File: src/rtl/alu_shift_pipe_if.sv
// Handshake bundle for the pipelined shift/rotate unit.
// master: issue/writeback side; slave: the shift unit itself.
// With ALU_SHIFT_CARRY_EN defined the bundle also carries out_carry.
interface alu_shift_pipe_if #(
    parameter int unsigned WIDTH = 32
);
    logic             in_valid;
    logic             in_ready;
    logic [2:0]       in_op;
    logic [WIDTH-1:0] in_data;
    logic [WIDTH-1:0] in_shamt;
    logic             out_valid;
    logic             out_ready;
    logic [WIDTH-1:0] out_data;
    logic             out_illegal;
`ifdef ALU_SHIFT_CARRY_EN
    logic             out_carry;
`endif

    modport master (
        output in_valid, in_op, in_data, in_shamt, out_ready,
        input  in_ready, out_valid, out_data,
`ifdef ALU_SHIFT_CARRY_EN
               out_carry,
`endif
               out_illegal
    );

    modport slave (
        input  in_valid, in_op, in_data, in_shamt, out_ready,
        output in_ready, out_valid, out_data,
`ifdef ALU_SHIFT_CARRY_EN
               out_carry,
`endif
               out_illegal
    );
endinterface

File: src/rtl/alu_shift_pipe.sv
// Pipelined logarithmic barrel shifter/rotator with valid/ready at both ends.
// Shift-amount bit i is applied in stage floor(i*PIPE_STAGES/SHAMT_W); all stages
// share one enable, so a stalled output freezes the whole pipe.
// Optional: define ALU_SHIFT_CARRY_EN to add the out_carry result bit.
module alu_shift_pipe #(
    parameter int unsigned WIDTH       = 32,
    parameter int unsigned PIPE_STAGES = 2
) (
    input logic             clk,
    input logic             rst_n,
    alu_shift_pipe_if.slave bus
);
    localparam int unsigned SHAMT_W = $clog2(WIDTH);

    localparam logic [2:0] OpSll = 3'd0;
    localparam logic [2:0] OpSrl = 3'd1;
    localparam logic [2:0] OpSra = 3'd2;
    localparam logic [2:0] OpRol = 3'd3;
    localparam logic [2:0] OpRor = 3'd4;

    // Register k holds the result of stage k.
    logic [WIDTH-1:0]       data_q [PIPE_STAGES];
    logic [2:0]             op_q   [PIPE_STAGES];
    logic [SHAMT_W-1:0]     sh_q   [PIPE_STAGES];
    logic [PIPE_STAGES-1:0] sign_q, illegal_q, valid_q;

    // Inputs to stage k and its combinational result.
    logic [WIDTH-1:0]       st_data [PIPE_STAGES];
    logic [2:0]             st_op   [PIPE_STAGES];
    logic [SHAMT_W-1:0]     st_sh   [PIPE_STAGES];
    logic [PIPE_STAGES-1:0] st_sign, st_illegal, st_valid;
    logic [WIDTH-1:0]       data_d  [PIPE_STAGES];

    logic advance;

    function automatic logic [WIDTH-1:0] shift_step(input logic [2:0] op, input logic sign,
                                                    input logic [WIDTH-1:0] v,
                                                    input int unsigned amt);
        logic [WIDTH-1:0] r;
        case (op)
            OpSll:   r = v << amt;
            OpSrl:   r = v >> amt;
            // Fill from the original operand sign, never the partial result.
            OpSra:   r = sign ? ~((~v) >> amt) : (v >> amt);
            OpRol:   r = (v << amt) | (v >> (WIDTH - amt));
            OpRor:   r = (v >> amt) | (v << (WIDTH - amt));
            default: r = v;
        endcase
        return r;
    endfunction

    assign advance      = !valid_q[PIPE_STAGES-1] || bus.out_ready;
    assign bus.in_ready = advance;

    // Stage inputs: ports feed stage 0, each later stage reads the register ahead of it.
    always_comb begin
        st_data[0]    = bus.in_data;
        st_op[0]      = bus.in_op;
        st_sh[0]      = bus.in_shamt[SHAMT_W-1:0];
        st_sign[0]    = bus.in_data[WIDTH-1];
        st_illegal[0] = bus.in_op > OpRor;
        st_valid[0]   = bus.in_valid;
        for (int k = 1; k < PIPE_STAGES; k++) begin
            st_data[k]    = data_q[k-1];
            st_op[k]      = op_q[k-1];
            st_sh[k]      = sh_q[k-1];
            st_sign[k]    = sign_q[k-1];
            st_illegal[k] = illegal_q[k-1];
            st_valid[k]   = valid_q[k-1];
        end
    end

    // Each stage applies only the shift-amount bits assigned to it.
    always_comb begin
        for (int k = 0; k < PIPE_STAGES; k++) begin
            data_d[k] = st_data[k];
            for (int i = 0; i < SHAMT_W; i++) begin
                if (int'((i * PIPE_STAGES) / SHAMT_W) == k && st_sh[k][i] && !st_illegal[k]) begin
                    data_d[k] = shift_step(st_op[k], st_sign[k], data_d[k], 1 << i);
                end
            end
        end
    end

    // Global-enable pipeline registers; reset flushes everything in flight.
    always_ff @(posedge clk or negedge rst_n) begin
        if (!rst_n) begin
            for (int k = 0; k < PIPE_STAGES; k++) begin
                data_q[k] <= '0;
                op_q[k]   <= '0;
                sh_q[k]   <= '0;
            end
            sign_q    <= '0;
            illegal_q <= '0;
            valid_q   <= '0;
        end else if (advance) begin
            for (int k = 0; k < PIPE_STAGES; k++) begin
                data_q[k] <= data_d[k];
                op_q[k]   <= st_op[k];
                sh_q[k]   <= st_sh[k];
            end
            sign_q    <= st_sign;
            illegal_q <= st_illegal;
            valid_q   <= st_valid;
        end
    end

    assign bus.out_valid   = valid_q[PIPE_STAGES-1];
    assign bus.out_data    = data_q[PIPE_STAGES-1];
    assign bus.out_illegal = illegal_q[PIPE_STAGES-1];

`ifdef ALU_SHIFT_CARRY_EN
    logic [PIPE_STAGES-1:0] carry_q;
    logic                   carry_in;
    logic [SHAMT_W-1:0]     sll_idx, srl_idx;

    // Carry is the last bit shifted out, resolved at issue and carried alongside.
    always_comb begin
        carry_in = 1'b0;
        sll_idx  = ~st_sh[0] + 1'b1;
        srl_idx  = st_sh[0] - 1'b1;
        if (st_sh[0] != '0) begin
            case (bus.in_op)
                OpSll:        carry_in = bus.in_data[sll_idx];
                OpSrl, OpSra: carry_in = bus.in_data[srl_idx];
                default:      carry_in = 1'b0;
            endcase
        end
    end

    // Carry shift register, stalled with the data pipe.
    always_ff @(posedge clk or negedge rst_n) begin
        if (!rst_n) begin
            carry_q <= '0;
        end else if (advance) begin
            carry_q[0] <= carry_in;
            for (int k = 1; k < PIPE_STAGES; k++) begin
                carry_q[k] <= carry_q[k-1];
            end
        end
    end

    assign bus.out_carry = carry_q[PIPE_STAGES-1];
`endif

    // Upper shamt bits and the last stage's control fields have no consumer.
    logic unused_bits;
    assign unused_bits = ^{bus.in_shamt[WIDTH-1:SHAMT_W], op_q[PIPE_STAGES-1],
                           sh_q[PIPE_STAGES-1], sign_q[PIPE_STAGES-1]};
endmodule

File: src/flat_wrapper.sv
// flat-port wrapper written by rule: the top's interface ports become plain ports
module alu_shift_pipe_flat 
#(
    parameter int unsigned WIDTH       = 32,
    parameter int unsigned PIPE_STAGES = 2
)
  (clk, rst_n, bus_in_valid, bus_in_op, bus_in_data, bus_in_shamt, bus_out_ready, bus_in_ready, bus_out_valid, bus_out_data, bus_out_illegal);
  alu_shift_pipe_if #(.WIDTH(WIDTH)) bus_i ();
  input logic clk;
  input logic rst_n;
  input wire logic [$bits(bus_i.in_valid)-1:0] bus_in_valid;
  input wire logic [$bits(bus_i.in_op)-1:0] bus_in_op;
  input wire logic [$bits(bus_i.in_data)-1:0] bus_in_data;
  input wire logic [$bits(bus_i.in_shamt)-1:0] bus_in_shamt;
  input wire logic [$bits(bus_i.out_ready)-1:0] bus_out_ready;
  output wire logic [$bits(bus_i.in_ready)-1:0] bus_in_ready;
  output wire logic [$bits(bus_i.out_valid)-1:0] bus_out_valid;
  output wire logic [$bits(bus_i.out_data)-1:0] bus_out_data;
  output wire logic [$bits(bus_i.out_illegal)-1:0] bus_out_illegal;
  assign bus_i.in_valid = bus_in_valid;
  assign bus_i.in_op = bus_in_op;
  assign bus_i.in_data = bus_in_data;
  assign bus_i.in_shamt = bus_in_shamt;
  assign bus_i.out_ready = bus_out_ready;
  assign bus_in_ready = bus_i.in_ready;
  assign bus_out_valid = bus_i.out_valid;
  assign bus_out_data = bus_i.out_data;
  assign bus_out_illegal = bus_i.out_illegal;
  alu_shift_pipe #(.WIDTH(WIDTH), .PIPE_STAGES(PIPE_STAGES)) u_core (.clk(clk), .rst_n(rst_n), .bus(bus_i));
endmodule
File: config.mk
export PLATFORM = sky130hd
export DESIGN_NAME = alu_shift_pipe_flat
export DESIGN_NICKNAME = d
export VERILOG_FILES = /design/src/rtl/alu_shift_pipe_if.sv /design/src/rtl/alu_shift_pipe.sv /design/src/flat_wrapper.sv
export SDC_FILE = /design/constraint.sdc
export NUM_CORES = 1
export LEC_CHECK = 0
export ABC_CLOCK_PERIOD_IN_PS = 3300
export CAP_MARGIN = 20
export CORE_ASPECT_RATIO = 1.5
export CORE_MARGIN = 10
export CORE_UTILIZATION = 60
export DETAILED_ROUTE_END_ITERATION = 10
export PLACE_DENSITY = 0.95
export SLEW_MARGIN = 20
export SYNTH_ARGS = -nofsm -noshare
export SYNTH_HDL_FRONTEND = slang
export SYNTH_SLANG_ARGS = --single-unit
File: constraint.sdc
create_clock -name clk -period 3.3 [get_ports clk]
set_input_delay 0.66 -clock clk [delete_from_list [all_inputs] [get_ports clk]]
set_output_delay 0.66 -clock clk [all_outputs]
set_load 0.05 [all_outputs]
==> impl_metrics.toml, run 1 <==
[timing]
min_period_over_period = 0.9228
finalHoldViolCount = 0
slew_headroom = 0.4213
period_needed_ps = 3045
fmax_ghz = 0.3284
tns_ps = 0
drv_slew = 0
tightest_slew_ps = 868.1
setup_violations = 0
rsz0062_at_grt = "false"
clock_skew_ps = 5.566

[worst_setup_path]
crit_path_end = "u_core.data_q[60]"
rr_endpoint = "u_core.bus.out_data[19]"
end_kind = "flop"
crit_start = "bus_in_op[1]"
worstPathMaxFanout = 32
cp.required_ps = 3560
start_kind = "input port"
r2r-start = "u_core.op_q[3]"
arrival_ps = 3310
rrSetupSlack_ps = 560
crit_type = "input port to flop"
r2r_cells = 7

[logic_synthesis]
synth_cells = 1066
synth_enable_flop_cells = 0
syn_avg_cell_area_um2 = 7.275
synth-async-reset-ratio = 1.000
yosysTopAreaCell = "dfrtp_1"
ys_seq_area_frac = 0.2388
netlist_area_mm2 = 0.007755
yosys_warnings = 0
ys_types = 88
synth.most_common_cell = "nand2_1"
synth_ff_type = "dfrtp_1"
synth_area_leaders = "dfrtp_1, nand2_1, a21oi_1, o21ai_0, nor2_1"
ys_top_cells_by_count = "nand2_1, nor2_1, a21oi_1, o21ai_0, dfrtp_1"
yosysTopAreaCellShare = 0.2388
ys_seq_elements = 74
synth_nets = 1137

[grt]
antenna_found_initial = 0
grt_pass1_vias = 8608
grt_first_pass_wirelength_um = 43930
global_route.overflow_total = 0
grt_max_degree = 56
grt_usage = 0.2879

[drt]
drt_iter0_markers = 1861
dr.pass1.iters = 8
route.detailed.drc = 0
drt-total-wl_um = 27270
ant_nets = 0
avgViaCountPerCell = 7.351
vias = 9152
wl_per_cell_um = 21.90

[clock_tree]
clkTransAtPathRegs_ps = 50
clock-sinks = 74
cts_tree = "done"
clk_latency_ps = 340
htree_levels = 3
hold_buffers = 0
clockBufferDepth = 2
postCtsSetupBuffers = 0
clockRootBuffer = "clkbuf_16"
cts_resized = 0
cts_buffers = 9

[floorplan]
fp.dieH_um = 159.2
coreArea_mm2 = 0.01257
io_pins = 106
die_width_um = 112.8
row_count = 50
initial_utilization = 0.6167
fp.dieArea_mm2 = 0.01797

[layout]
syn_to_final_growth_pct = 14.80
nets = 1155
fillers = 976
seq_area_mm2 = 0.001852
diodes = 0
multi_input_area_mm2 = 0.005150
drive_gt1_frac = 0.1175

[power_and_ir_drop]
power.share.clock = 0.208
power_frac_seq = 0.282
p_int_uw = 2672
power_frac_comb = 0.511
p_total_uw = 4857
net-switching-power_uw = 2185
power.share.switching = 0.4498
leakagePower_uw = 0.003577
power_density_mw_per_mm2 = 545.6
vdd_drop_max_mv = 0.3482

[hold_path]
min_path_type = "input port to async pin"

[place]
routabilityCongestion = 1.093
dp_hpwl_um = 20000
port_buffers = 78

[run]
max_cap_violations = 0

[outcome]
status = "finished clean"
-- worst min path at each step --
stage                     slack, ps                 endpoint              start  depth (start not counted)
final                           430  u_core.bus.out_data[12]              rst_n                          1
after floorplan                 360   u_core.bus.out_data[0]              rst_n                          0
after detailed placement        450        u_core.valid_q[1]  u_core.valid_q[0]                          1
after CTS                       460  u_core.bus.out_data[12]              rst_n                          1
after global routing            490        u_core.valid_q[1]  u_core.valid_q[0]                          1
after global placement          440        u_core.valid_q[1]  u_core.valid_q[0]                          1
-- flip-flops by register name, indices dropped and copies added, names as in the netlist --
signal               cells
u_core.sign_q            1
u_core.data_q           32
u_core.op_q              3
u_core.bus.out_data     32
u_core.illegal_q         2
u_core.valid_q           2
u_core.sh_q              2
-- through the flow --
stage,worst slack [ps],util,hold WS [ps],std cells,area [µm²]
after floorplan,756.2,-,364.4,1066,7755
after detailed placement,117.3,0.6825,452.6,1229,8582
after global routing,250.3,0.7080,493.9,1245,8902
after global placement,156.3,0.6825,440.0,1229,8582
final,254.7,0.7080,432.2,1245,8902
after CTS,435.6,0.7077,462.1,1245,8899
-- placed cells by master (no fill, tap or decap), drive strengths merged, types with 8 or more instances in the layout --
master	instances
nand2	137
o21ai	119
nor2	112
a21oi	101
dfrtp	74
clkdlybuf4s50	73
buf	67
a22oi	37
mux2i	30
a221oi	28
o22ai	26
nor3	21
a211oi	20
a31oi	15
nand2b	14
inv	14
clkbuf	13
o211ai	12
nand3	11
o31ai	10
a2bb2oi	10
a21o	9
nor2b	8
-- layout make-up --
type	count	area share
Clock buffer	13	0.03036
Clock inverter	3	0.005200
Inverter	14	0.005903
Multi-Input combinational cell	845	0.5785
Sequential cell	74	0.2080
Tap cell	156	0.02193
Timing Repair Buffer	140	0.1501
-- cell families (layout without fill, tap and decap cells) --
group | count (synthesis) | in the layout | share of synthesized area
mux | 37 | 37 | 0.04889
flops | 74 | 74 | 0.2388
compound gates | 469 | 469 | 0.4164
simple gates | 335 | 335 | 0.1899
buf+inv | 147 | 170 | 0.09939
fa+ha+maj | 1 | 1 | 0.001291
xor+xnor | 3 | 3 | 0.005326
-- power groups by stage --
| stage | clock (µW) | sequential [µW] | combinational (µW) |
|---|---|---|---|
| global placement | 0 | 1360 | 2350 |
| CTS | 1010 | 1360 | 2420 |
| global route | 1050 | 1400 | 2630 |
| floorplan | 0 | 1310 | 1850 |
| detailed placement | 0 | 1370 | 2410 |
| finish | 1010 | 1370 | 2480 |
-- critical path, stage by stage --
cell and delay (ps):
clkdlybuf4s50_1 510, buf_12 210, or3b_1 450, nor3_1 120, a211oi_1 730, nand2_1 190
nand3_1 130, nand3_1 100, a31oi_1 190
-- layer usage --
| metal | vias to the layer above | wire [µm] | track usage |
|---|---|---|---|
| li1 | 3994 | - | - |
| met1 | 4089 | 9145 | 0.3190 |
| met2 | 835 | 12200 | 0.4495 |
| met3 | 234 | 3584 | 0.09190 |
| met4 | 0 | 2343 | 0.2106 |
| met5 | - | 0 | 0 |
Power figures use the tool's default switching activity.
==> run 2: changes to the inputs <==
--- a/config.mk
+++ b/config.mk
@@ -8,10 +8,10 @@
 export ABC_CLOCK_PERIOD_IN_PS = 3300
 export CAP_MARGIN = 20
 export CORE_ASPECT_RATIO = 1.5
-export CORE_MARGIN = 10
 export CORE_UTILIZATION = 60
 export DETAILED_ROUTE_END_ITERATION = 10
 export PLACE_DENSITY = 0.95
+export REMOVE_ABC_BUFFERS = 1
 export SLEW_MARGIN = 20
 export SYNTH_ARGS = -nofsm -noshare
 export SYNTH_HDL_FRONTEND = slang
==> run 2 against run 1 <==
Compared with the run above: sequential share of layout area grew 0.28 points; via count grew 1.4%; sequential cell count is the same; critical path type unchanged.
==> impl_metrics.toml, run 2 (synthesized netlist as in run 1, its figures left out) <==
[outcome]
status = "finished clean"

[floorplan]
initial_utilization = 0.6198
die_width_um = 94.83
fp.dieArea_mm2 = 0.01339
row_count = 50
io_pins = 106
fp.dieH_um = 141.2
coreArea_mm2 = 0.01251

[drt]
route.top_layer_used = "met4"
wl_met3_um = 3749
ant_nets = 0
wl_per_cell_um = 22.19
route.detailed.drc = 0
avgViaCountPerCell = 7.536
dr.pass1.iters = 7
drt-total-wl_um = 27320
drt_iter0_markers = 1469
wl_met2_um = 12100
vias = 9277
wl_met1_um = 8814

[clock_tree]
cts_buffers = 9
clock-sinks = 74
hold_buffers = 0
clockBufferDepth = 2
clkTransAtPathRegs_ps = 60
htree_levels = 3
clk_latency_ps = 340
cts_resized = 0
postCtsSetupBuffers = 0
clockRootBuffer = "clkbuf_16"
cts_tree = "done"

[grt]
grt_max_degree = 75
grt_pass1_vias = 8625
antenna_found_initial = 0
global_route.overflow_total = 0
grt_first_pass_wirelength_um = 44810
grt_usage = 0.4309

[layout]
nets = 1142
final_common_cell = "nand2_1"
postLayoutCoreUtil = 0.7021
syn_to_final_growth_pct = 13.28
drive_gt1_frac = 0.1070
diodes = 0
final_cell_mix = "nand2_1, nor2_1, o21ai_0, a21oi_1, dfrtp_1"

[timing]
finalHoldViolCount = 0
min_period_over_period = 0.9676
rsz0062_at_grt = "false"
setup_ws_ps = 106.8
period_needed_ps = 3193
slew_headroom = 0.3783
setup_violations = 0
fmax_ghz = 0.3132
tns_ps = 0
clock_skew_ps = 6.987
drv_slew = 0
tightest_slew_ps = 932.5

[place]
port_buffers = 78
dp_slack_ps = 52.64
routabilityCongestion = 1.215
dp_hpwl_um = 19100

[worst_setup_path]
slowest_stage = "clkdlybuf4s50_1"
slowest_delay_ps = 500
cp_cell_sequence = "clkdlybuf4s50_1 > buf_12 > xnor2_2 > buf_4 > mux2_2 > a221oi_2 > o21ai_1 > o21ai_1 > o21ai_0 > o221a_1"
crit_type = "input port to flop"
cp.required_ps = 3530
end_kind = "flop"
cpLargestDelayFamily = "compound AO/OA/AOI/OAI gates"
start_kind = "input port"
cp_num_buf_inv = 3
arrival_ps = 3420
crit_top_cell = "o21ai_1"
worstPathMaxFanout = 32

[power_and_ir_drop]
power_density_mw_per_mm2 = 544.4
leakagePower_uw = 0.003501
p_total_uw = 4782
vdd_drop_max_mv = 0.3551

[run]
max_cap_violations = 0

[hold_path]
min_path_type = "input port to async pin"
==> run 2: metrics by stage <==
stage,std cells,hold slack [ps],instance area [µm²]
after detailed placement,1216,454.8,8487
after global placement,1216,442.9,8487
final,1231,420.6,8785
after CTS,1231,468.1,8781
after floorplan,933,364.4,7037
after global routing,1231,482.5,8785
==> run 2: path summary, 6_finish.rpt <==
check                      slack (ps)               from  cells past startpoint                       to
setup / recovery                  110       bus_in_op[1]                     10        u_core.data_q[40]
hold / removal                    420              rst_n                      1  u_core.bus.out_data[11]
setup reg to reg                  920     u_core.op_q[4]                      7  u_core.bus.out_data[10]
hold reg to reg                   470  u_core.valid_q[0]                      1        u_core.valid_q[1]
max in group asynchronous        2260              rst_n                      1        u_core.data_q[58]
min in group clk                  470  u_core.valid_q[0]                      1        u_core.valid_q[1]
==> run 2: cell type report <==
class                      count  area, µm²
timing repair buffer         127       1241
clock inverter                 5      55.05
multi-input combinational    845       5150
fill                         989       3727
sequential                    74       1852
tap                          156      195.2
inverter                      14      52.55
clock buffer                  10      239.0
==> run 2: power breakdown <==
part	leakage [µW]	switching, µW	internal (µW)
clock network	0.000140	361	598
registers	0.000864	214	1140
logic	0.00250	1600	865
total	0.00350	2170	2610
==> run 2: worst register-to-register path, delay by kind of cell (launching register included) <==
family	cells	cell delay, ps
AOI/OAI and AO/OA	3	990
and+or+nand+nor	3	670
DFF	1	420
buffers and inverters	1	210
==> run 2: metal layers <==
metal	vias up	global-route usage
li1	3969	-
met1	4064	0.4985
met2	951	0.6581
met3	293	0.1289
met4	0	0.3278
met5	-	0
